### src/rtl/mem_arbiter_if.sv
// ============================================================================
// Module      : mem_arbiter_if
// Description : Cache-side and RAM-side bus bundle for mem_arbiter.
// Revision    : 1.0 - initial release
// ============================================================================
`default_nettype none

interface mem_arbiter_if;
  // instruction cache port
  logic        iREN;
  logic [31:0] iaddr;
  logic        iwait;
  logic [31:0] iload;
  // data cache port
  logic        dREN;
  logic        dWEN;
  logic [31:0] daddr;
  logic [31:0] dstore;
  logic        dwait;
  logic [31:0] dload;
  // single-port RAM
  logic        ramREN;
  logic        ramWEN;
  logic [31:0] ramaddr;
  logic [31:0] ramstore;
  logic [31:0] ramload;
  logic [1:0]  ramstate;

  // arbiter side
  modport slave (
    input  iREN, iaddr, dREN, dWEN, daddr, dstore, ramload, ramstate,
    output iwait, iload, dwait, dload, ramREN, ramWEN, ramaddr, ramstore
  );

  // caches and RAM side
  modport master (
    output iREN, iaddr, dREN, dWEN, daddr, dstore, ramload, ramstate,
    input  iwait, iload, dwait, dload, ramREN, ramWEN, ramaddr, ramstore
  );
endinterface

`default_nettype wire

### src/rtl/mem_arbiter.sv
// ============================================================================
// Module      : mem_arbiter
// Description : Merges icache/dcache requests onto a single-port RAM with
//               data priority and retry on RAM error. Optional instruction
//               anti-starvation enabled by defining MEM_ARB_FAIR_EN.
// Revision    : 1.0 - initial release
// ============================================================================
`default_nettype none

module mem_arbiter #(
  parameter int STARVE_LIMIT = 4
) (
  input  logic          CLK,
  input  logic          nRST,
  mem_arbiter_if.slave  bus
);

  localparam logic [1:0] c_IDLE  = 2'd0;
  localparam logic [1:0] c_IGNT  = 2'd1;
  localparam logic [1:0] c_DGNT  = 2'd2;
  localparam logic [1:0] c_RETRY = 2'd3;

  localparam logic [1:0] c_RAM_ACCESS = 2'd2;
  localparam logic [1:0] c_RAM_ERROR  = 2'd3;

  if (STARVE_LIMIT < 1 || STARVE_LIMIT > 15) begin : g_starve_limit_range
    $error("mem_arbiter: STARVE_LIMIT must be in 1..15");
  end

  logic [1:0] r_state;
  logic [1:0] w_next;
  logic       r_retry_d;
  logic       w_dreq;
  logic       w_icpl;
  logic       w_dcpl;
  logic       w_fair_force;

  assign w_dreq = bus.dREN | bus.dWEN;
  assign w_icpl = (r_state == c_IGNT) && bus.iREN && (bus.ramstate == c_RAM_ACCESS);
  assign w_dcpl = (r_state == c_DGNT) && w_dreq && (bus.ramstate == c_RAM_ACCESS);

`ifdef MEM_ARB_FAIR_EN
  localparam logic [3:0] c_STARVE_LIMIT = 4'(STARVE_LIMIT);

  logic [3:0] r_starve;

  // Counts data completions that overtook a waiting fetch; saturates at 15.
  always_ff @(posedge CLK or negedge nRST) begin
    if (!nRST) begin
      r_starve <= 4'd0;
    end else if (!bus.iREN || w_icpl) begin
      r_starve <= 4'd0;
    end else if (w_dcpl && (r_starve != 4'hF)) begin
      r_starve <= r_starve + 4'd1;
    end
  end

  assign w_fair_force = bus.iREN && (r_starve >= c_STARVE_LIMIT);
`else
  assign w_fair_force = 1'b0;
`endif

  always_comb begin
    w_next = r_state;
    case (r_state)
      c_IDLE: begin
        if (w_fair_force)  w_next = c_IGNT;
        else if (w_dreq)   w_next = c_DGNT;
        else if (bus.iREN) w_next = c_IGNT;
      end
      c_IGNT: begin
        if (!bus.iREN)                          w_next = c_IDLE;
        else if (bus.ramstate == c_RAM_ERROR)   w_next = c_RETRY;
        else if (bus.ramstate == c_RAM_ACCESS)  w_next = c_IDLE;
      end
      c_DGNT: begin
        if (!w_dreq)                            w_next = c_IDLE;
        else if (bus.ramstate == c_RAM_ERROR)   w_next = c_RETRY;
        else if (bus.ramstate == c_RAM_ACCESS)  w_next = c_IDLE;
      end
      c_RETRY: w_next = r_retry_d ? c_DGNT : c_IGNT;
      default: w_next = c_IDLE;
    endcase
  end

  always_ff @(posedge CLK or negedge nRST) begin
    if (!nRST) begin
      r_state   <= c_IDLE;
      r_retry_d <= 1'b0;
    end else begin
      r_state <= w_next;
      if (w_next == c_RETRY) r_retry_d <= (r_state == c_DGNT);
    end
  end

  // RAM side is a live mux of whichever port holds the grant.
  always_comb begin
    bus.iwait    = 1'b1;
    bus.iload    = 32'd0;
    bus.dwait    = 1'b1;
    bus.dload    = 32'd0;
    bus.ramREN   = 1'b0;
    bus.ramWEN   = 1'b0;
    bus.ramaddr  = 32'd0;
    bus.ramstore = 32'd0;
    case (r_state)
      c_IGNT: begin
        bus.ramREN  = 1'b1;
        bus.ramaddr = bus.iaddr;
        if (w_icpl) begin
          bus.iwait = 1'b0;
          bus.iload = bus.ramload;
        end
      end
      c_DGNT: begin
        bus.ramWEN   = bus.dWEN;
        bus.ramREN   = bus.dREN & ~bus.dWEN;
        bus.ramaddr  = bus.daddr;
        bus.ramstore = bus.dstore;
        if (w_dcpl) begin
          bus.dwait = 1'b0;
          bus.dload = bus.ramload;
        end
      end
      default: ;
    endcase
  end

endmodule

`default_nettype wire

### src/flat_wrapper.sv
// flat-port wrapper written by rule: the top's interface ports become plain ports
module mem_arbiter_flat 
#(
  parameter int STARVE_LIMIT = 4
)
  (CLK, nRST, bus_iREN, bus_iaddr, bus_dREN, bus_dWEN, bus_daddr, bus_dstore, bus_ramload, bus_ramstate, bus_iwait, bus_iload, bus_dwait, bus_dload, bus_ramREN, bus_ramWEN, bus_ramaddr, bus_ramstore);
  mem_arbiter_if bus_i ();
  input  logic CLK;
  input  logic nRST;
  input wire logic [$bits(bus_i.iREN)-1:0] bus_iREN;
  input wire logic [$bits(bus_i.iaddr)-1:0] bus_iaddr;
  input wire logic [$bits(bus_i.dREN)-1:0] bus_dREN;
  input wire logic [$bits(bus_i.dWEN)-1:0] bus_dWEN;
  input wire logic [$bits(bus_i.daddr)-1:0] bus_daddr;
  input wire logic [$bits(bus_i.dstore)-1:0] bus_dstore;
  input wire logic [$bits(bus_i.ramload)-1:0] bus_ramload;
  input wire logic [$bits(bus_i.ramstate)-1:0] bus_ramstate;
  output wire logic [$bits(bus_i.iwait)-1:0] bus_iwait;
  output wire logic [$bits(bus_i.iload)-1:0] bus_iload;
  output wire logic [$bits(bus_i.dwait)-1:0] bus_dwait;
  output wire logic [$bits(bus_i.dload)-1:0] bus_dload;
  output wire logic [$bits(bus_i.ramREN)-1:0] bus_ramREN;
  output wire logic [$bits(bus_i.ramWEN)-1:0] bus_ramWEN;
  output wire logic [$bits(bus_i.ramaddr)-1:0] bus_ramaddr;
  output wire logic [$bits(bus_i.ramstore)-1:0] bus_ramstore;
  assign bus_i.iREN = bus_iREN;
  assign bus_i.iaddr = bus_iaddr;
  assign bus_i.dREN = bus_dREN;
  assign bus_i.dWEN = bus_dWEN;
  assign bus_i.daddr = bus_daddr;
  assign bus_i.dstore = bus_dstore;
  assign bus_i.ramload = bus_ramload;
  assign bus_i.ramstate = bus_ramstate;
  assign bus_iwait = bus_i.iwait;
  assign bus_iload = bus_i.iload;
  assign bus_dwait = bus_i.dwait;
  assign bus_dload = bus_i.dload;
  assign bus_ramREN = bus_i.ramREN;
  assign bus_ramWEN = bus_i.ramWEN;
  assign bus_ramaddr = bus_i.ramaddr;
  assign bus_ramstore = bus_i.ramstore;
  mem_arbiter #(.STARVE_LIMIT(STARVE_LIMIT)) u_core (.CLK(CLK), .nRST(nRST), .bus(bus_i));
endmodule
### config.mk
export PLATFORM = sky130hd
export DESIGN_NAME = mem_arbiter_flat
export DESIGN_NICKNAME = d
export VERILOG_FILES = /design/src/rtl/mem_arbiter_if.sv /design/src/rtl/mem_arbiter.sv /design/src/flat_wrapper.sv
export SDC_FILE = /design/constraint.sdc
export NUM_CORES = 1
export LEC_CHECK = 0
export CAP_MARGIN = 15
export CORE_AREA = 5 5 102 104
export CTS_BUF_LIST = sky130_fd_sc_hd__clkbuf_4
export CTS_CLUSTER_DIAMETER = 50
export DETAILED_ROUTE_END_ITERATION = 10
export DIE_AREA = 0 0 107 109
export PLACE_DENSITY = 0.75
export SYNTH_ARGS = -nofsm -noshare
export SYNTH_HDL_FRONTEND = slang
export SYNTH_SLANG_ARGS = --single-unit
### constraint.sdc
create_clock -name CLK -period 3.6 [get_ports CLK]
set_input_delay 0.36 -clock CLK [delete_from_list [all_inputs] [get_ports CLK]]
set_output_delay 0.36 -clock CLK [all_outputs]
set_load 0.005 [all_outputs]
==> results by group, run 1 <==
Timing
  – Fmax: 349 MHz
  – Final worst slack: 738 ps
  – Final worst-path cycle share: 0.795
  – Unrepaired setup endpoints after global routing: false
  – Final setup vio count: 0
  – Worst Skew: 4.54 ps
  – Max Slew Vio Count: 0
  – Fin. Hold Viols: 0
  – Setup_tns: 0 ps
  – Measured slew at the worst slew-check pin: 807 ps
  – Max-slew headroom: 0.462
  – Final min period: about 2900 ps

Global routing
  – Global-route wire length before repair: ~15 mm
  – Largest net degree at the start of global routing: 51
  – Total gr overflow: 0
  – Global Route Usage Sum: 0.161
  – Initial antenna violation count: 0
  – Vias in the first global route: 2685

Cells and area
  – Core Util, Final: 0.443
  – Register area: 75.1 sq um
  – Multi-input gate area: 1230 sq um
  – Fillers: 896
  – Nets: between 600 and 700
  – Diode count: 0
  – Proportion of layout cells with a drive suffix above 1: 0.0235
  – Area Overhead vs Synth: 199%

Clocking
  – Clock transition at path regs: 40 ps
  – # hold bufs at CTS: 0
  – H-tree depth: 1
  – # Post-CTS Setup Buffers: 0
  – Clk_lat worst skew: 230 ps
  – CTS Sinks: 3
  – PostCTS Resize Cnt: 0
  – CTS tree: yes
  – Clock Tree Root: clkbuf_4
  – Clk buf depth: 2
  – CTS Buf Count: 3

Floorplan
  – Die H: 109 um
  – DIE AREA: 11700 sq um
  – FP Rows: 36
  – DIE WIDTH: between 100 and 150 um
  – I/O pin total: 267
  – CORE AREA: 9460 sq um
  – Initial core utilization: 0.148

Yosys
  – Yosys top cell by area: and2_1
  – Sequential cell area fraction in the yosys report: 0.0536
  – Synth Warn #: 0
  – Area share of the largest cell type after synthesis: 0.433
  – Top cells by area, synth: and2_1 43%, a22oi_1 17%, nor2b_1 14%, dfrtp_1 5.4%, clkbuf_1 4.8%
  – FF+latch count, synth: 3
  – Post-Synthesis Cell Area: 1400 sq um
  – Avg Inst Size Synth: 6.52 sq um
  – Post-Syn Nets: 354
  – Mapped Cells: 215
  – Count of cell types in the netlist: 23

Setup path
  – Crit-path max FO: 33
  – Reg2Reg Capture Point: u_core.r_retry_d$_DFFE_PN0N_
  – Worst setup EP type: output pin
  – Crit-path max cell delay: 510 ps
  – CP Cell Sequence: inv_1 > ha_2 > o21ai_1 > nor2_1 > buf_4 > and2_1 > clkdlybuf4s50_1
  – Critical path class: flop to output pin
  – Top delay family on crit path: buffers and inverters
  – Critical path origin: u_core.r_state[0]$_DFF_PN0_
  – Reg2reg start: u_core.r_state[0]$_DFF_PN0_
  – Slowest CP cell: clkdlybuf4s50_1
  – CP bufs+invs: 3
  – CP required: 3240 ps
  – Worst R2R Path Depth: 7
  – CP arrival: about 2500 ps
  – Critical Path Start Type: flop
  – Reg2Reg Setup Slack: 1510 ps

Detailed routing
  – Antenna-violating nets left: 0
  – Via density: 4.36
  – Drt first pass iters: 4
  – Wire length per cell: approximately 18 um
  – DRT Wirelength: 10.4 mm
  – Routed vias: 2543
  – Initial DRC Count: 152
  – Drt drc: 0

Power and ir drop
  – Leak: 1.53 nW
  – Worst VDD drop: around 0.00018 V
  – P per Cell Area: 411 nW/um^2
  – Power Total: 0.00172 W

Run
  – MaxCap Viol Count: 0

Placement
  – IO buf count: about 270
  – HPWL after detailed placement: 8.53 mm
  – Final GP Congestion: 0.827
  – Pre-CTS WS: approximately 1000 ps

Run status
  – Status: complete, no violations

Min path
  – Hold Path Class: input pin to asynchronous set/reset pin
-- synthesized netlist by cell type, drive strengths merged --
| library cell | count |
|---|---|
| a221o | 1 |
| o21a | 1 |
| a21oi | 1 |
| o21ai | 3 |
| buf | 2 |
| and2 | 97 |
| mux2 | 1 |
| a22oi | 32 |
| and3 | 1 |
| dfrtp | 3 |
| o211ai | 1 |
| nand3 | 2 |
| nor3b | 1 |
| ha | 4 |
| nor2b | 32 |
| nand2 | 5 |
| nand2b | 2 |
| inv | 4 |
| clkbuf | 18 |
| nor2 | 4 |
-- layout make-up --
| type | instances | area share |
|---|---|---|
| clock buffer | 4 | 0.00717 |
| multi-input combinational | 188 | 0.295 |
| tap | 114 | 0.0340 |
| inverter | 4 | 0.00358 |
| timing repair buffer | 270 | 0.643 |
| sequential | 3 | 0.0179 |
-- worst register-to-register path, cell delays in order (launching register included) --
cell	delay (ps)
dfrtp_1	420
inv_1	110
ha_2	420
o21ai_1	190
a221o_1	380
nand3_2	90
nand2_1	70
mux2_4	290
-- flip-flops by register name (all words and copies together) (netlist names) --
signal / cells
u_core.r_state: 2
u_core.r_retry_d: 1
-- logic make-up (layout without fill, tap and decap cells) --
kind of cell	count (synthesis)	count (layout)	share of synthesized area
muxes	1	1	0.0107
AOI/OAI and AO/OA	39	39	0.204
adders and majority gates	4	4	0.0357
DFF	3	3	0.0536
and+or+nand+nor	144	144	0.629
buffers and inverters	24	278	0.0670
-- cell usage in the layout (no fill, tap or decap), types with 2 or more instances in the layout --
master           Yosys  layout
buf_4                1       4
nand2_1              5       5
dfrtp_1              3       3
clkdlybuf4s50_1      0     266
nor2_1               4       4
o21ai_0              2       2
a22oi_1             32      32
nor2b_1             32      32
nand2b_1             2       2
clkbuf_4             0       4
and2_1              97      97
ha_1                 4       3
inv_1                4       4
-- where the power goes --
group          internal, W  leakage, nW  switching [W]
logic             0.000953         1.48       0.000635
clock network    0.0000491       0.0184      0.0000178
registers        0.0000499       0.0381      0.0000173
total              0.00105         1.53       0.000670
-- worst max-delay path by stage --
stage / slack [ps] / end / cells past startpoint
after detailed placement: 990 / bus_ramaddr[3] / 6
after floorplan: 1840 / bus_iload[22] / 7
final: 740 / bus_dload[22] / 7
after global placement: 1030 / bus_ramaddr[26] / 4
after CTS: 710 / bus_ramaddr[27] / 6
after global routing: 550 / bus_ramaddr[27] / 6
-- routing by layer --
metal  vias up  share of wire  global-route usage
li1       1215              -                   -
met1      1137           0.41               0.194
met2       181           0.46               0.270
met3        10           0.12              0.0681
met4         0          0.013              0.0311
met5         -              0                   0
-- through the flow --
stage | hold WS [ps] | std cells | area [sq um]
finish | 307 | 583 | 4190
global route | 305 | 583 | 4190
CTS | 304 | 583 | 4190
detailed placement | 527 | 579 | 4160
global placement | 539 | 579 | 4160
floorplan | 64.4 | 215 | 1400
Power figures use the tool's default switching activity.
==> run 2, diff against run 1 <==
--- a/config.mk
+++ b/config.mk
@@ -6,12 +6,12 @@
 export NUM_CORES = 1
 export LEC_CHECK = 0
 export CAP_MARGIN = 15
-export CORE_AREA = 5 5 102 104
+export CORE_AREA = 5 5 100 102
 export CTS_BUF_LIST = sky130_fd_sc_hd__clkbuf_4
 export CTS_CLUSTER_DIAMETER = 50
 export DETAILED_ROUTE_END_ITERATION = 10
-export DIE_AREA = 0 0 107 109
-export PLACE_DENSITY = 0.75
+export DIE_AREA = 0 0 105 107
+export PLACE_DENSITY = 0.8
 export SYNTH_ARGS = -nofsm -noshare
 export SYNTH_HDL_FRONTEND = slang
 export SYNTH_SLANG_ARGS = --single-unit
==> constraint.sdc (replaced) <==
create_clock -name CLK -period 2.4 [get_ports CLK]
set_input_delay 0.24 -clock CLK [delete_from_list [all_inputs] [get_ports CLK]]
set_output_delay 0.24 -clock CLK [all_outputs]
set_load 0.005 [all_outputs]
==> run 2 against run 1 <==
Compared with the run above:
- non-clock buffer count rose by 5
- power rose by 61%
- routed wire length fell by 2.2%
- global-route usage fell by 0.22 points
- worst hold slack got worse by 110 ps
- setup slack got worse by 630 ps
- critical path type unchanged
- critical endpoint is now bus_iload[21]
- largest cell class unchanged
==> results by group, run 2 (synthesis results as in run 1) <==
Run status
  – Status: complete, no violations

Floorplan
  – Initial core utilization: 0.155 (+0.00719)
  – Die H: 107 um (-1.8%)
  – DIE AREA: 11200 sq um (-3.7%)
  – CORE AREA: 9020 sq um (-4.6%)
  – DIE WIDTH: 105 um (-1.9%)
  – FP Rows: 35 (-2.8%)
  – I/O pin total: 267 (unchanged)

Timing
  – Max-slew headroom: 0.843 (+0.382)
  – Worst Skew: 2.25 ps (-2.29 ps)
  – Final setup vio count: 0 (unchanged)
  – Max Slew Vio Count: 0 (unchanged)
  – Setup_tns: 0 ps (unchanged)
  – Measured slew at the worst slew-check pin: 234 ps (-573 ps)
  – Hold Slack: 192 ps (-114 ps)
  – Fin. Hold Viols: 0 (unchanged)
  – Fmax: 437 MHz
  – Final min period: 2290 ps
  – Final worst-path cycle share: 0.953
  – Final worst slack: 112 ps (-625 ps)
  – Unrepaired setup endpoints after global routing: false

Detailed routing
  – Drt drc: 0 (unchanged)
  – DRT Wirelength: 10.1 mm (-2.2%)
  – Via density: 4.37 (+0.13%)
  – Routed vias: 2555 (+0.47%)
  – Antenna-violating nets left: 0 (unchanged)
  – Drt first pass iters: 4 (unchanged)
  – Initial DRC Count: 76 (-50%)
  – Wire length per cell: 17.3 um (-2.6%)

Placement
  – Pre-CTS WS: 183 ps (-804 ps)
  – IO buf count: 266 (unchanged)
  – Placement Cell Area: 4220 sq um (+1.4%)
  – Final GP Congestion: 0.794 (-4.0%)
  – HPWL after detailed placement: 8.30 mm (-2.7%)

Run
  – MaxCap Viol Count: 0 (unchanged)

Setup path
  – Slowest CP cell: clkdlybuf4s50_1
  – Reg2reg start: u_core.r_state[0]$_DFF_PN0_
  – Worst R2R Path Depth: 7 (unchanged)
  – Critical Path Start Type: flop
  – CP Cell Sequence: inv_2 > ha_2 > nand2_2 > nor2_4 > clkbuf_16 > and2_1 > clkdlybuf4s50_1
  – Reg2Reg Setup Slack: 620 ps (-890 ps)
  – Crit-path max FO: 16 (-52%)
  – Crit-path max cell delay: 500 ps (about the same)
  – Worst setup EP type: output pin
  – CP required: 2160 ps (-1080 ps)
  – Reg2Reg Capture Point: u_core.r_retry_d$_DFFE_PN0N_
  – Critical Path End: bus_iload[21]
  – CP arrival: 2050 ps (-450 ps)
  – Critical path class: flop to output pin
  – Critical path origin: u_core.r_state[1]$_DFF_PN0_

Clocking
  – CTS tree: yes
  – # Post-CTS Setup Buffers: 0 (unchanged)
  – Clk_lat worst skew: 230 ps (about the same)
  – Clk buf depth: 2 (unchanged)
  – CTS Sinks: 3 (unchanged)
  – H-tree depth: 1 (unchanged)
  – Clock Tree Root: clkbuf_4
  – CTS Buf Count: 3 (unchanged)
  – Clock transition at path regs: 40 ps (about the same)

Power and ir drop
  – Clock share of power: 0.036 (-0.003)
  – P per Cell Area: 640 nW/um^2 (+56%)
  – Part of the power in combinational logic: 0.924 (+0.002)
  – Switch share: 0.382 (-0.00690)
  – Leak: 1.60 nW (+4.2%)
  – Worst VDD drop: 0.000272 V (+53%)
  – Net Switching: 0.00106 W (+58%)
  – Int Power: 0.00171 W (+63%)
  – Sequential Power Share: 0.040 (about the same)

Global routing
  – Global-route wire length before repair: 14.7 mm (-1.1%)
  – Initial antenna violation count: 0 (unchanged)
  – Total gr overflow: 0 (unchanged)
  – Global Route Usage Sum: 0.159 (-0.00218)
  – Vias in the first global route: 2682 (-0.11%)
  – Largest net degree at the start of global routing: 68 (+33%)

Cells and area
  – Largest Register: u_core.r_state
  – Most frequent cells in the layout: 265 x clkdlybuf4s50_1, 97 x and2_1, 32 x a22oi_1, 32 x nor2b_1
  – Most common cell after layout, fill and taps aside: clkdlybuf4s50_1
  – Nets: 614 (+0.82%)
  – Area Overhead vs Synth: 209%
  – Design Area, Final: 4330 sq um (+3.3%)
  – Proportion of layout cells with a drive suffix above 1: 0.0527 (+0.0293)
  – Diode count: 0 (unchanged)
  – Largest regs: u_core.r_state: 2 flops, u_core.r_retry_d: 1 flops
  – Flip-flop count of the largest register after layout: 2 (unchanged)

Min path
  – Hold Path Class: input pin to asynchronous set/reset pin
run 2: cell count changes in the layout (fill, tap and decap cells not counted), sizes merged:
cell,before,now
clkbuf,4,6
clkdlybuf4s50,266,265
dlymetal6s2s,0,1
buf,4,7
run 2: critical path: cells and delay by family (launching register included):
family | cells | cell delay [ps]
simple gates | 3 | 390
flops | 1 | 430
buf+inv | 3 | 790
fa+ha+maj | 1 | 220
run 2: power groups by stage:
| stage | clock (W) | sequential (W) | combinational, W |
|---|---|---|---|
| 6_report | 0.000101 | 0.000110 | 0.00256 |
| 5_1_grt | 0.000110 | 0.000114 | 0.00276 |
| 4_1_cts | 0.000105 | 0.000100 | 0.00252 |
| 3_5_place_dp | 0 | 0.0000993 | 0.00249 |
| 3_3_place_gp | 0 | 0.0000978 | 0.00248 |
| 2_1_floorplan | 0 | 0.0000921 | 0.00105 |
run 2: per-layer routing:
metal  part of all wire  global-route usage
met1               0.39               0.182
met4             0.0060              0.0228
met2               0.48               0.270
met5                  0                   0
met3               0.12              0.0801
run 2: worst min-delay path by stage:
stage	to	cells after the start	from
2_1_floorplan	u_core.r_retry_d$_DFFE_PN0N_	0	nRST
3_3_place_gp	u_core.r_retry_d$_DFFE_PN0N_	1	nRST
3_5_place_dp	u_core.r_retry_d$_DFFE_PN0N_	1	nRST
4_1_cts	u_core.r_retry_d$_DFFE_PN0N_	1	nRST
5_1_grt	u_core.r_retry_d$_DFFE_PN0N_	1	nRST
6_report	u_core.r_retry_d$_DFFE_PN0N_	1	nRST
run 2: layout make-up:
cell class,count,area [sq um]
clock buffer,4,30.0
multi-input combinational,188,1260
inverter,4,15.0
fill,875,4690
timing repair buffer,275,2810
tap,111,139
sequential,3,77.6
run 2: stage by stage:
step / total power [W] / utilization / instances
6_report: 0.00277 / 0.480 / 585
5_1_grt: 0.00298 / 0.480 / 585
4_1_cts: 0.00272 / 0.472 / 583
3_5_place_dp: 0.00259 / 0.467 / 579
3_3_place_gp: 0.00258 / 0.467 / 579
2_1_floorplan: 0.00114 / - / 215
run 2: repair_timing:
item	CTS	global route
pin swaps	1	1
cloned	0	2
setup endpoints to repair	47	92
hold buffers	0	0
resized for setup	3	9
==> run 3, diff against run 2 <==
--- a/config.mk
+++ b/config.mk
@@ -5,6 +5,7 @@
 export SDC_FILE = /design/constraint.sdc
 export NUM_CORES = 1
 export LEC_CHECK = 0
+export ABC_CLOCK_PERIOD_IN_PS = 2400
 export CAP_MARGIN = 15
 export CORE_AREA = 5 5 100 102
 export CTS_BUF_LIST = sky130_fd_sc_hd__clkbuf_4
==> results of run 3 <==
The final DEF is identical to that of run 2; final timing and power are the same.
